==> config.mk <==
export PLATFORM = sky130hd
export DESIGN_NAME = thunderbird_input_cond
export DESIGN_NICKNAME = d
export VERILOG_FILES = /design/src/rtl/thunderbird_input_cond.sv
export SDC_FILE = /design/constraint.sdc
export NUM_CORES = 1
export LEC_CHECK = 0
export ABC_AREA = 1
export BUFFER_PORTS_ARGS = -buffer_cell sky130_fd_sc_hd__buf_2
export CORE_MARGIN = 4
export CORE_UTILIZATION = 50
export CTS_CLUSTER_DIAMETER = 200
export DETAILED_ROUTE_END_ITERATION = 16
export PLACE_DENSITY = 0.62
export SKIP_LAST_GASP = 1
export SYNTH_ARGS = -nofsm -noshare
export SYNTH_HDL_FRONTEND = slang
export SYNTH_SLANG_ARGS = --single-unit
==> constraint.sdc <==
create_clock -name Clk -period 1.7 [get_ports Clk]
set_clock_uncertainty 0.1 [all_clocks]
set_input_delay 0.34 -clock Clk [delete_from_list [all_inputs] [get_ports Clk]]
set_output_delay 0.34 -clock Clk [all_outputs]
set_load 0.05 [all_outputs]
==> src/rtl/thunderbird_input_cond.sv <==
// thunderbird_input_cond: synchronises, debounces and arbitrates the raw
// left/right/hazard switches into clean static left/right levels for the
// tail-light sequencer. Optional macro HAZARD_LATCH_EN turns the hazard
// switch into a press-to-toggle control instead of a momentary level.

// Per-channel two-flop synchroniser plus stable-count debouncer.
module thunderbird_input_cond_db #(
  parameter int DEBOUNCE_CYCLES = 250000,
  parameter int CNT_W           = 18
) (
  input  logic Clk,
  input  logic reset,
  input  logic raw,
  output logic db
);
  localparam logic [CNT_W-1:0] LAST = CNT_W'(DEBOUNCE_CYCLES - 1);

  logic             s1, s2;
  logic [CNT_W-1:0] cnt;

  // Sync the raw level, then accept it once it has differed from db long enough.
  always_ff @(posedge Clk) begin
    if (reset) begin
      s1  <= 1'b0;
      s2  <= 1'b0;
      db  <= 1'b0;
      cnt <= '0;
    end else begin
      s1 <= raw;
      s2 <= s1;
      if (s2 == db) begin
        cnt <= '0;
      end else if (cnt == LAST) begin
        db  <= s2;
        cnt <= '0;
      end else begin
        cnt <= cnt + 1'b1;
      end
    end
  end
endmodule

module thunderbird_input_cond #(
  parameter int DEBOUNCE_CYCLES = 250000,
  parameter int CNT_W           = 18
) (
  input  logic       Clk,
  input  logic       reset,
  input  logic       raw_left,
  input  logic       raw_right,
  input  logic       raw_hazard,
  output logic       left,
  output logic       right,
  output logic       hazard,
  output logic [1:0] state_o
);
  typedef enum logic [1:0] {IDLE = 2'd0, LEFT = 2'd1, RIGHT = 2'd2, HAZARD = 2'd3} state_t;

  // Channel order: 0 = left, 1 = right, 2 = hazard.
  logic [2:0] raw_vec;
  logic [2:0] db_vec;
  logic       db_left, db_right, db_hazard;
  logic       hz_eff;
  state_t     state, state_nxt;

  assign raw_vec = {raw_hazard, raw_right, raw_left};

  for (genvar c = 0; c < 3; c++) begin : g_ch
    thunderbird_input_cond_db #(
      .DEBOUNCE_CYCLES(DEBOUNCE_CYCLES),
      .CNT_W          (CNT_W)
    ) u_db (
      .Clk  (Clk),
      .reset(reset),
      .raw  (raw_vec[c]),
      .db   (db_vec[c])
    );
  end

  assign db_left   = db_vec[0];
  assign db_right  = db_vec[1];
  assign db_hazard = db_vec[2];

`ifdef HAZARD_LATCH_EN
  logic hz_latch, db_hazard_q;

  // Each debounced hazard press flips the latch; the latch drives arbitration.
  always_ff @(posedge Clk) begin
    if (reset) begin
      hz_latch    <= 1'b0;
      db_hazard_q <= 1'b0;
    end else begin
      db_hazard_q <= db_hazard;
      if (db_hazard && !db_hazard_q) hz_latch <= ~hz_latch;
    end
  end

  assign hz_eff = hz_latch;
`else
  assign hz_eff = db_hazard;
`endif

  // State register.
  always_ff @(posedge Clk) begin
    if (reset) state <= IDLE;
    else       state <= state_nxt;
  end

  // Arbitration: hazard wins; a granted direction holds until released,
  // so a direction swap always passes through IDLE.
  always_comb begin
    state_nxt = state;
    case (state)
      IDLE: begin
        if (hz_eff)                    state_nxt = HAZARD;
        else if (db_left && !db_right) state_nxt = LEFT;
        else if (db_right && !db_left) state_nxt = RIGHT;
      end
      LEFT: begin
        if (hz_eff)         state_nxt = HAZARD;
        else if (!db_left)  state_nxt = IDLE;
      end
      RIGHT: begin
        if (hz_eff)         state_nxt = HAZARD;
        else if (!db_right) state_nxt = IDLE;
      end
      HAZARD: begin
        if (!hz_eff)        state_nxt = IDLE;
      end
      default:              state_nxt = IDLE;
    endcase
  end

  // Outputs come from the state register only, so they are glitch-free levels.
  assign left    = (state == LEFT)  || (state == HAZARD);
  assign right   = (state == RIGHT) || (state == HAZARD);
  assign hazard  = (state == HAZARD);
  assign state_o = state;
endmodule

# [After elaboration in Yosys (flattened, before gate mapping)]
# Cells that the tools add are included.
[word_totals] elab_cells=55 rom_bits=0 mem_bits_rw=0 memories=0 ff_bits=65 output_inout_bits=5 inputBits=5 latch_bits=0
[classes] eq_ne=13 div=0 shifts=0 order_cmp=0 mul=0 bitwise_logic=3 reduce_logical=14 mux=9 n_addsub=3
[ops] cell="18-bit by 1-bit adder with 18-bit output, second input constant" count=3
[ops] cell="18-bit == test, second input constant" count=3
[ops] cell="2-bit two-way mux" count=8
[ops] cell="3-bit OR reduction" count=3
[ops] cell="2-bit case mux with 4 select lines" count=1
[ops] cell="3-bit by 2-bit inequality test with 1-bit output, second input constant" count=2
[ops] cell="2-bit AND reduction" count=3
[ops] cell="2-bit == test, second input constant" count=2
[ops] cell="4-bit by 3-bit inequality test with 1-bit output, second input constant" count=1
[ops] cell="4-bit AND reduction" count=1
[ops] cell="1-bit == test" count=3
[ops] cell="1-bit inverter" count=3
[ops] cell="2-bit by 1-bit == test with 1-bit output, second input constant" count=1
[ops] cell="1-bit logical AND" count=2
[ops] cell="1-bit logical NOT" count=2
[ops] cell="2-bit logical NOT" count=1
[ops] cell="1-bit logical OR" count=2
[ops] cell="2-bit inequality test, second input constant" count=1

# [Longest topological paths before layout]
# Gate-level depths: netlist (run 1).
[logic_depth] ltp_word=6 mapped_depth=9 ltp_nobuf=9

# [Hierarchy]
# Synthesis (run 1) repeated with hierarchy kept, for this count alone.
[hier_totals] cells_unflattened=470 area_unflattened_um2=3299.4
[modules_own_cells] module="thunderbird_input_cond_db" instances=3 seq_area_each_um2=420.4 cells_per_inst=144 area_per_inst_um2=1019.7
[modules_own_cells] module="thunderbird_input_cond" instances=1 seq_area_each_um2=40.0 cells_per_inst=38 area_per_inst_um2=240.2

# [Least setup slack after synthesis (run 1)]
# No wires, ideal clock.
[synth_timing] kind="register to output" from="register state[1], in the netlist state_o[1]" to="output left" path_stages_with_launch=3 t_arrival_ns=1.616 n_path_buf=0 setup_slack_ns=-0.356 cell_sequence="dfxtp_1 -> ha_1 -> or2_2"
[synth_between] elab_chain_len=2 elab_cells_between_ends=3
[synth_lines] element="start: declaration" line_no="64" text="state_t state, state_nxt;"
[synth_lines] element="start signal: assignment" line_no="106" text="else state <= state_nxt;"
[synth_lines] element="2-bit == test"
[synth_lines] element="net hazard" line_no="54" text="output logic hazard,"
[synth_lines] element="1-bit logical OR" line_no="135" text="assign left = (state == LEFT) || (state == HAZARD);"
[synth_lines] element="end: declaration" line_no="52" text="output logic left,"
# The timed path passes the listed nets, and every way through them passes these cells.

# [Final worst setup path (run 1)]
[layout_timing] from="register state[1], in the netlist state_o[1]" to="output right"
[layout_between] elab_chain_len=2 elab_cells_between_ends=3
[layout_lines] element="2-bit == test" line_no="136" text="assign right = (state == RIGHT) || (state == HAZARD);"
[layout_lines] element="1-bit logical OR (*)" line_no="136"
[layout_lines] element="end: declaration" line_no="53" text="output logic right,"
# Mark *: on every way between the ends. The rest lies on a longest branch, timed or not.

==> impl_metrics.json, run 1 <==
{
  "cts_tree": "yes",
  "clock_path_buffers": 2,
  "cts-root-buf": "clkbuf_8",
  "synth_cells": 496,
  "io_pins": 10,
  "cts_buffers": 9,
  "initial_core_util_pct": 52.2,
  "crit_required_ns": 1.26,
  "drive_gt1_share_pct": 13.1,
  "nNetsFinal": 535,
  "cap_violations": 0,
  "grt_pass1_vias": 2787,
  "grt_max_degree": 19,
  "diodes": 0,
  "max_slew_margin_pct": 76.4,
  "dp_worst_setup_slack_ns": 0.0891,
  "antenna_found_initial": 0,
  "yosysUniqueCellTypes": 26,
  "hpwl_um": 5020,
  "power_density_nw_per_um2": 759,
  "post-route-period-util_pct": 105,
  "hold_class": "in -> reg",
  "ys_seq_area_share_pct": 38.8,
  "fmax_mhz": 562,
  "first_pass_iters": 4,
  "dp.cells": 586,
  "clkSinkCount": 65,
  "dieArea_um2": 8080,
  "final_cells": 602,
  "grt_first_pass_wirelength_um": 12000,
  "vias_per_cell": 4.94,
  "area_growth_pct": 14.4,
  "start_kind": "flip-flop",
  "setup_viol": 2,
  "worst_pin_slew_ns": 0.353,
  "drc": 0,
  "rsz0062_at_grt": "true",
  "synth_nets": 510,
  "cts_hold_buf": 0,
  "drt_wl_total_um": 6800,
  "ant_nets": 0,
  "finalMaxSlewViolations": 0,
  "avgSynthCellArea_um2": 6.76,
  "drt-initial-drc-count": 126,
  "hold_viol": 0,
  "grt_usage_pct": 17.8,
  "synth_area_um2": 3350,
  "fp.dieH_um": 89.9,
  "setup_ws_ns": -0.0801,
  "die_w_um": 89.9,
  "via_count": 2974,
  "finalWeightedCongestion": 0.833,
  "worstSkewPairLatency_ns": 0.34,
  "leakagePower_nw": 1.27,
  "htree_levels": 3,
  "yosysWarnings": 0,
  "min_period_ns": 1.78,
  "wire_per_inst_um": 11.3,
  "grt_overflow_total": 0,
  "fin_area_um2": 3840,
  "fp-row-count": 29,
  "portBuffers": 9,
  "violations": "negative setup slack",
  "ir_drop_uv": 417,
  "path_class": "reg -> out",
  "cp_max_fo": 3,
  "place_area_um2": 3560,
  "arrival_ns": 1.34,
  "final_util_pct": 59.7,
  "end_kind": "output pin",
  "clkTransAtPathRegs_ns": 0.07,
  "outcome": "finished, violations left",
  "core_um2": 6420,
  "ys_ff_latch": 65
}
==> where the power goes <==
| group | internal, W | switching (W) | total (W) |
|---|---|---|---|
| logic | 0.0000229 | 0.0000292 | 0.0000521 |
| registers | 0.00153 | 0.00000400 | 0.00153 |
| clock network | 0.000745 | 0.000581 | 0.00133 |
==> critical path: stages (launching register included) <==
cell and delay, ns:
dfxtp_2 0.33, buf_6 0.12, ha_4 0.15, or2_4 0.24
buf_8 0.15
==> metrics by stage <==
| stage | TNS, ns | power (W) | hold WS [ns] |
|---|---|---|---|
| 6_report | -0.156 | 0.00291 | 0.0927 |
| 5_1_grt | -0.227 | 0.00302 | 0.0937 |
| 4_1_cts | -0.187 | 0.00295 | 0.0790 |
| 3_5_place_dp | 0 | 0.00162 | 0.299 |
| 3_3_place_gp | 0 | 0.00162 | 0.296 |
| 2_1_floorplan | 0 | 0.00160 | 0.288 |
==> flip-flops by register name, indices dropped and copies added, names as in the netlist <==
register,count
g_ch.u_db.s1,3
g_ch.u_db.cnt,54
g_ch.u_db.db,3
state_o,2
g_ch.u_db.s2,3
==> final timing paths <==
path	start	end	slack, ns	cells past startpoint
worst min register to register	g_ch[0].u_db.s1$_SDFF_PP0_	g_ch[0].u_db.s2$_SDFF_PP0_	0.31	2
worst max register to register	g_ch[0].u_db.cnt[1]$_SDFF_PP0_	g_ch[0].u_db.cnt[16]$_SDFF_PP0_	0.12	7
worst min-delay path	raw_right	g_ch[1].u_db.s1$_SDFF_PP0_	0.09	3
worst max-delay path	state_o[1]$_SDFFE_PP0P_	right	-0.08	4
==> cell usage after synthesis <==
library cell | count | area share, %
nor2_1 | 102 | 11
nand4_1 | 10 | 1.9
nor2_4 | 2 | 0.67
xor2_1 | 14 | 3.7
nand3_2 | 1 | 0.30
buf_4 | 2 | 0.45
nand2_4 | 1 | 0.34
o21bai_4 | 1 | 0.56
a21oi_2 | 5 | 1.3
nand3_1 | 32 | 4.8
a21oi_1 | 30 | 4.5
buf_2 | 1 | 0.15
or2_2 | 6 | 1.1
o21bai_1 | 1 | 0.22
nand3b_1 | 1 | 0.22
o21ai_0 | 10 | 1.5
buf_12 | 1 | 0.60
or2_0 | 1 | 0.19
nand2_1 | 120 | 13
nor2_2 | 7 | 1.3
nand2_2 | 4 | 0.75
inv_1 | 62 | 6.9
dfxtp_1 | 65 | 39
xnor2_1 | 4 | 1.0
ha_1 | 9 | 3.4
nor3_1 | 4 | 0.60
==> kinds of logic (layout without fill, tap and decap cells) <==
group           Yosys count  count (layout)  synth area share [%]
flops                    65              65                  38.8
compound gates           47              47                  8.06
simple gates            291             291                  37.0
buf+inv                  66              95                  8.13
fa+ha+maj                 9               9                  3.36
xor+xnor                 18              18                  4.70
==> final cells by class <==
| type | count | area, um2 |
|---|---|---|
| Fill cell | 600 | 2590 |
| Multi-Input combinational cell | 365 | 1830 |
| Sequential cell | 65 | 1310 |
| Inverter | 62 | 235 |
| Timing Repair Buffer | 18 | 174 |
| Clock buffer | 12 | 155 |
| Tap cell | 77 | 96.3 |
| Clock inverter | 3 | 40.0 |
==> layer usage <==
metal | wire, um | global-route usage (%)
met1 | 3300 | 22.0
met2 | 3120 | 29.8
met3 | 271 | 3.76
met4 | 119 | 7.65
met5 | 0 | 0
==> layout by cell type, fill, tap and decap left out, types with 2 or more instances in the layout <==
cell | synthesis | routed
a21oi_1 | 30 | 30
nor3_1 | 4 | 4
buf_12 | 1 | 3
nor2_2 | 7 | 10
clkbuf_8 | 0 | 11
nand2_1 | 120 | 120
ha_4 | 0 | 2
or2_4 | 0 | 2
nand4_1 | 10 | 10
nand3_1 | 32 | 32
buf_2 | 1 | 7
o21ai_0 | 10 | 10
nor2_4 | 2 | 2
clkinv_2 | 0 | 2
ha_1 | 9 | 6
a21oi_2 | 5 | 5
xnor2_1 | 4 | 4
inv_1 | 62 | 60
xor2_1 | 14 | 14
or2_2 | 6 | 4
buf_4 | 2 | 5
nand2_2 | 4 | 4
buf_8 | 0 | 2
nor2_1 | 102 | 99
dfxtp_1 | 65 | 63
==> what timing repair did <==
action	CTS	global route
buffers inserted	1	0
endpoints found under the hold margin	0	0
gates resized for setup	15	5
setup endpoints to repair	2	18
No activity file was read; power rests on OpenSTA's default activity.
==> run 2, diff against run 1 <==
Settings changed: ABC_CLOCK_PERIOD_IN_PS set to 1700, PLACE_DENSITY 0.62 to 0.68.
==> run 2 against run 1 <==
Net effect: the run still ends with negative setup slack left; register-to-register slack lost 0.05 ns; worst setup slack gained 0.013 ns; routed wire length shrank 1.3%; final area grew 0.46%; clock power is essentially flat; fmax grew 0.72%; via count grew 1.0%; critical endpoint is now left; largest cell class unchanged; largest power group unchanged.
==> impl_metrics.json, run 2 (same netlist as run 1, synthesis figures left out) <==
{
  "fp.dieH_um": 89.9,
  "grt_max_degree": 19,
  "grt_first_pass_wirelength_um": 11900,
  "critPathLaunch": "state_o[1]$_SDFFE_PP0P_",
  "cp_max_fo": 4,
  "reg2reg_from": "state_o[0]$_SDFFE_PP0P_",
  "cts_hold_buf": 0,
  "hpwl_um": 4870,
  "final_cells": 606,
  "crit_required_ns": 1.26,
  "path_class": "reg -> out",
  "arrival_ns": 1.33,
  "cts-root-buf": "clkbuf_8",
  "grt_overflow_total": 0,
  "drive_gt1_share_pct": 13.4,
  "nNetsFinal": 538,
  "max_slew_margin_pct": 73.1,
  "dp.cells": 585,
  "regArea_um2": 1310,
  "clock_path_buffers": 2,
  "end_kind": "output pin",
  "io_pins": 10,
  "clkTransAtPathRegs_ns": 0.07,
  "drt-initial-drc-count": 139,
  "cts_buffers": 9,
  "power_density_nw_per_um2": 752,
  "cts_tree": "yes",
  "finalMaxSlewViolations": 0,
  "ir_drop_uv": 413,
  "wire_per_inst_um": 11.1,
  "grt_pass1_vias": 2852,
  "worstSkewPairLatency_ns": 0.34,
  "cap_violations": 0,
  "fmax_mhz": 566,
  "hold_class": "in -> reg",
  "hold_viol": 0,
  "worst-path-buf-inv": 2,
  "worstHoldStart": "raw_left",
  "drt_wl_total_um": 6720,
  "min_period_ns": 1.77,
  "final_common_cell": "nand2_1",
  "fp-row-count": 29,
  "path_cells": "inv_4 > ha_4 > or2_4 > buf_8",
  "ant_nets": 0,
  "multiInputGateArea_um2": 1830,
  "drc": 0,
  "tns_ns": -0.130,
  "rsz0062_at_grt": "true",
  "htree_levels": 3,
  "start_kind": "flip-flop",
  "grt_usage_pct": 17.4,
  "first_pass_iters": 4,
  "dieArea_um2": 8080,
  "critPathTopFamily": "flip-flops",
  "top_register": "g_ch.u_db.cnt",
  "cp_slowest_cell": "dfxtp_4",
  "portBuffers": 9,
  "antenna_found_initial": 0,
  "worst_pin_slew_ns": 0.401,
  "outcome": "finished, violations left",
  "layout_common_cells": "nand2_1 (120), nor2_1 (101), dfxtp_1 (63)",
  "vias_per_cell": 4.96,
  "area_growth_pct": 14.9,
  "finalWeightedCongestion": 0.834,
  "cp_slowest_stage_delay_ns": 0.40,
  "via_count": 3004,
  "leakagePower_nw": 1.27,
  "core_um2": 6420,
  "clkSinkCount": 65,
  "post-route-period-util_pct": 104,
  "initial_core_util_pct": 52.2,
  "n_fill_cell": 617,
  "violations": "negative setup slack",
  "diodes": 0,
  "setup_ws_ns": -0.0674,
  "hold_slack_ns": 0.102,
  "die_w_um": 89.9,
  "largest_register_ffs": 54,
  "setup_viol": 2
}
run 2: changes by cell type in the layout (fill, tap and decap cells not counted), sizes merged:
cell and delta:
buf +3, clkinvlp +2, clkbuf -1
run 2: timing repair:
item,CTS,global route
gates resized for setup,18,2
endpoints found under the setup margin,2,20
buffers inserted,3,2
pin swaps,3,0
run 2: cell type report:
class	count	share of cell area [%]
Clock inverter	5	1.43
Sequential cell	65	34.0
Timing Repair Buffer	21	4.68
Inverter	62	6.17
Clock buffer	11	3.67
Tap cell	77	2.50
Multi-Input combinational cell	365	47.6
run 2: power by group:
part | internal (W) | switching, W
Combinational | 0.0000214 | 0.0000286
Clock | 0.000713 | 0.000604
Sequential | 0.00153 | 0.00000400
Total | 0.00226 | 0.000636
run 2: worst reg2reg max path, stage by stage, from the launching register on:
cell	delay (ns)
dfxtp_4	0.40
inv_4	0.05
buf_4	0.12
buf_4	0.13
ha_1	0.28
a21oi_1	0.20
a21oi_1	0.06
nor2_1	0.12
nor2_1	0.05
run 2: stage by stage:
step           total power (W)  cell area, um2  utilization (%)  setup slack [ns]
2_1_floorplan          0.00160            3360                -           0.00576
3_3_place_gp           0.00162            3540             55.1             0.151
3_5_place_dp           0.00162            3540             55.1            0.0924
4_1_cts                0.00294            3830             59.6           -0.0760
5_1_grt                0.00300            3850             60.0            -0.116
6_report               0.00290            3850             60.0           -0.0674
run 2: worst paths after layout:
| kind | to | slack [ns] | depth (start not counted) |
|---|---|---|---|
| worst min register to register | g_ch[1].u_db.s2$_SDFF_PP0_ | 0.30 | 2 |
| worst max-delay path | left | -0.07 | 4 |
| worst max register to register | state_o[1]$_SDFFE_PP0P_ | 0.07 | 8 |
| worst min-delay path | g_ch[0].u_db.s1$_SDFF_PP0_ | 0.10 | 3 |
run 2: metal layers:
layer,GRT usage [%],up-vias,wire [um]
met2,29.1,43,3010
li1,-,1606,-
met5,0,-,0
met3,4.84,7,255
met1,21.9,1348,3380
met4,5.36,0,70
==> run 3, diff against run 2 <==
--- a/config.mk
+++ b/config.mk
@@ -6,5 +6,5 @@
 export NUM_CORES = 1
 export LEC_CHECK = 0
-export ABC_AREA = 1
+export ABC_AREA = 0
 export ABC_CLOCK_PERIOD_IN_PS = 1700
 export BUFFER_PORTS_ARGS = -buffer_cell sky130_fd_sc_hd__buf_2
@@ -15,4 +15,5 @@
 export PLACE_DENSITY = 0.68
 export SKIP_LAST_GASP = 1
+export SLEW_MARGIN = 40
 export SYNTH_ARGS = -nofsm -noshare
 export SYNTH_HDL_FRONTEND = slang
==> constraint.sdc (replaced) <==
create_clock -name Clk -period 1.7 [get_ports Clk]
set_clock_uncertainty 0.1 [all_clocks]
set_input_delay 0.255 -clock Clk [delete_from_list [all_inputs] [get_ports Clk]]
set_output_delay 0.255 -clock Clk [all_outputs]
set_load 0.05 [all_outputs]
==> run 3 against run 2 <==
Net effect: clock power grew 6%; cell count is 22% lower; via count decreased by 17%; clock-buffer cell count rose by 1; worst setup slack got worse by 0.0035 ns; combinational power rose to 3.1 times the previous value; die area shrank 11%; largest power group unchanged; the flow still finishes with violations (negative setup slack); utilization grew 9.7 points; first-iteration DRC count up 5.0%; hold slack got worse by 0.080 ns.
==> impl_metrics.json, run 3 <==
{
  "outcome": "finished, violations left",
  "violations": "negative setup slack",
  "dieArea_um2": 7170,
  "grt_overflow_total": 0,
  "arrival_ns": 1.95,
  "n_fill_cell": 453,
  "cap_violations": 0,
  "leakagePower_nw": 1.22,
  "initial_core_util_pct": 52.5,
  "fp-row-count": 27,
  "portBuffers": 9,
  "grt_pass1_vias": 2260,
  "ir_drop_uv": 554,
  "post-route-period-util_pct": 104,
  "ant_nets": 0,
  "nNetsFinal": 410,
  "dp_worst_setup_slack_ns": -0.0453,
  "finalMaxSlewViolations": 0,
  "clkSinkCount": 65,
  "synthTopCellsByCount": "dfxtp_1 (65), nor2_1 (64), xnor2_1 (40)",
  "ys_ff_latch": 65,
  "ys_top_cells_by_area": "dfxtp_1 (44%), xnor2_1 (12%), nor2_1 (8.2%)",
  "synth_edf_count": 0,
  "drt_wl_total_um": 6170,
  "hold_viol": 0,
  "cts-root-buf": "clkbuf_8",
  "synth_top_area_share_pct": 44.2,
  "crit_required_ns": 1.88,
  "vias_per_cell": 5.28,
  "layout_common_cells": "nor2_1 (61), dfxtp_1 (52), xnor2_1 (40), buf_4 (40), inv_1 (15)",
  "crit_end": "g_ch[0].u_db.db$_SDFFE_PP0P_",
  "r2r_cells": 5,
  "synthArstFlopShare_pct": 0,
  "avgSynthCellArea_um2": 8.78,
  "drive_gt1_share_pct": 30.3,
  "cts_tree": "yes",
  "fp.dieH_um": 84.7,
  "holdPathStages": 2,
  "end_kind": "flip-flop",
  "yosysMostFrequentCell": "dfxtp_1",
  "regArea_um2": 1330,
  "via_count": 2491,
  "grt_usage_pct": 17.3,
  "reg2reg_from": "g_ch[0].u_db.cnt[1]$_SDFF_PP0_",
  "grt_max_degree": 20,
  "hold_slack_ns": 0.0212,
  "synth_nets": 349,
  "finalWeightedCongestion": 0.842,
  "antenna_found_initial": 0,
  "hold_class": "in -> reg",
  "drc": 0,
  "rsz0062_at_grt": "true",
  "final_util_pct": 69.7,
  "yosysUniqueCellTypes": 36,
  "setup_ws_ns": -0.0708,
  "power_density_nw_per_um2": 794,
  "largest_register_ffs": 54,
  "rrSetupSlack_ns": -0.07,
  "synth_top_area_cell": "dfxtp_1",
  "final_common_cell": "nor2_1",
  "synthFlopType": "dfxtp_1",
  "critPathLaunch": "g_ch[0].u_db.cnt[1]$_SDFF_PP0_",
  "die_w_um": 84.7,
  "min_period_ns": 1.77,
  "yosysWarnings": 0,
  "multiInputGateArea_um2": 1740,
  "r2r-end": "g_ch[0].u_db.db$_SDFFE_PP0P_",
  "area_growth_pct": 32.8,
  "hpwl_um": 4150,
  "synth_area_um2": 2940,
  "first_pass_iters": 4,
  "diodes": 0,
  "worstSkewPairLatency_ns": 0.34,
  "clock_path_buffers": 2,
  "p_total_w": 0.00310,
  "core_um2": 5610,
  "grt_first_pass_wirelength_um": 10000,
  "top_register": "g_ch.u_db.cnt",
  "cts_hold_buf": 0,
  "cts_buffers": 9,
  "htree_levels": 3,
  "clkTransAtPathRegs_ns": 0.07,
  "io_pins": 10,
  "wire_per_inst_um": 13.1,
  "cp_max_fo": 3,
  "ys_seq_area_share_pct": 44.2,
  "worst_pin_slew_ns": 0.368,
  "max_slew_margin_pct": 75.2,
  "start_kind": "flip-flop",
  "synth_cells": 335,
  "drt-initial-drc-count": 146,
  "fmax_mhz": 565,
  "path_class": "reg -> reg",
  "setup_viol": 3
}
==> run 3: worst max-delay path, cell delays in order, from the launching register on <==
cell and delay, ns:
dfxtp_2 0.35, ha_4 0.15, nand3_4 0.07, or4_4 0.46, or4b_1 0.50, o21ai_1 0.08
==> run 3: metal layers <==
| layer | up-vias | track usage [%] | share of wire [%] |
|---|---|---|---|
| met5 | - | 0 | 0 |
| met1 | 1164 | 22.0 | 48 |
| met3 | 17 | 5.20 | 3.7 |
| li1 | 1271 | - | - |
| met2 | 39 | 26.9 | 46 |
| met4 | 0 | 7.91 | 2.4 |
==> run 3: cell families after synthesis <==
group / synth area share, %
AO/OA/AOI/OAI: 5.06
flip-flops: 44.2
XOR/XNOR: 13.7
AND/OR/NAND/NOR: 28.8
multiplexers: 1.02
buffers and inverters: 3.40
adder cells (fa/ha/maj): 3.83
==> run 3: repair_timing <==
| item | 4_1_cts | 5_1_grt |
|---|---|---|
| setup endpoints to repair | 3 | 54 |
| pin swaps | 1 | 16 |
| buffers inserted | 2 | 1 |
| resized for setup | 13 | 42 |
| gates cloned | 0 | 1 |
==> run 3: stage by stage <==
stage | cells | cell area [um2] | setup TNS, ns
finish | 472 | 3910 | -0.0836
global route | 472 | 3910 | -1.00
CTS | 470 | 3720 | -0.0875
detailed placement | 453 | 3450 | -0.0453
global placement | 453 | 3450 | -0.0202
floorplan | 335 | 3000 | -0.541
==> run 3: worst min-delay path by stage <==
stage                                         startpoint                             end  slack [ns]
after floorplan                                 raw_left      g_ch[0].u_db.s1$_SDFF_PP0_        0.28
after global placement    g_ch[2].u_db.cnt[0]$_SDFF_PP0_  g_ch[2].u_db.cnt[0]$_SDFF_PP0_        0.32
after detailed placement  g_ch[2].u_db.cnt[0]$_SDFF_PP0_  g_ch[2].u_db.cnt[0]$_SDFF_PP0_        0.32
after CTS                                     raw_hazard      g_ch[2].u_db.s1$_SDFF_PP0_       0.009
after global routing                          raw_hazard      g_ch[2].u_db.s1$_SDFF_PP0_       0.004
final                                           raw_left      g_ch[0].u_db.s1$_SDFF_PP0_        0.02
==> run 3: power by group <==
group          total, W  internal [W]  switching [W]
combinational  0.000156     0.0000693      0.0000864
clock           0.00140      0.000856       0.000547
sequential      0.00154       0.00153     0.00000973
total           0.00310       0.00246       0.000644
==> run 3: area by class of cell <==
class / count / share of cell area [%]
Inverter: 18 / 1.79
Clock buffer: 12 / 3.72
Sequential cell: 65 / 33.9
Tap cell: 72 / 2.31
Timing Repair Buffer: 57 / 12.1
Multi-Input combinational cell: 245 / 44.5
Clock inverter: 3 / 1.67
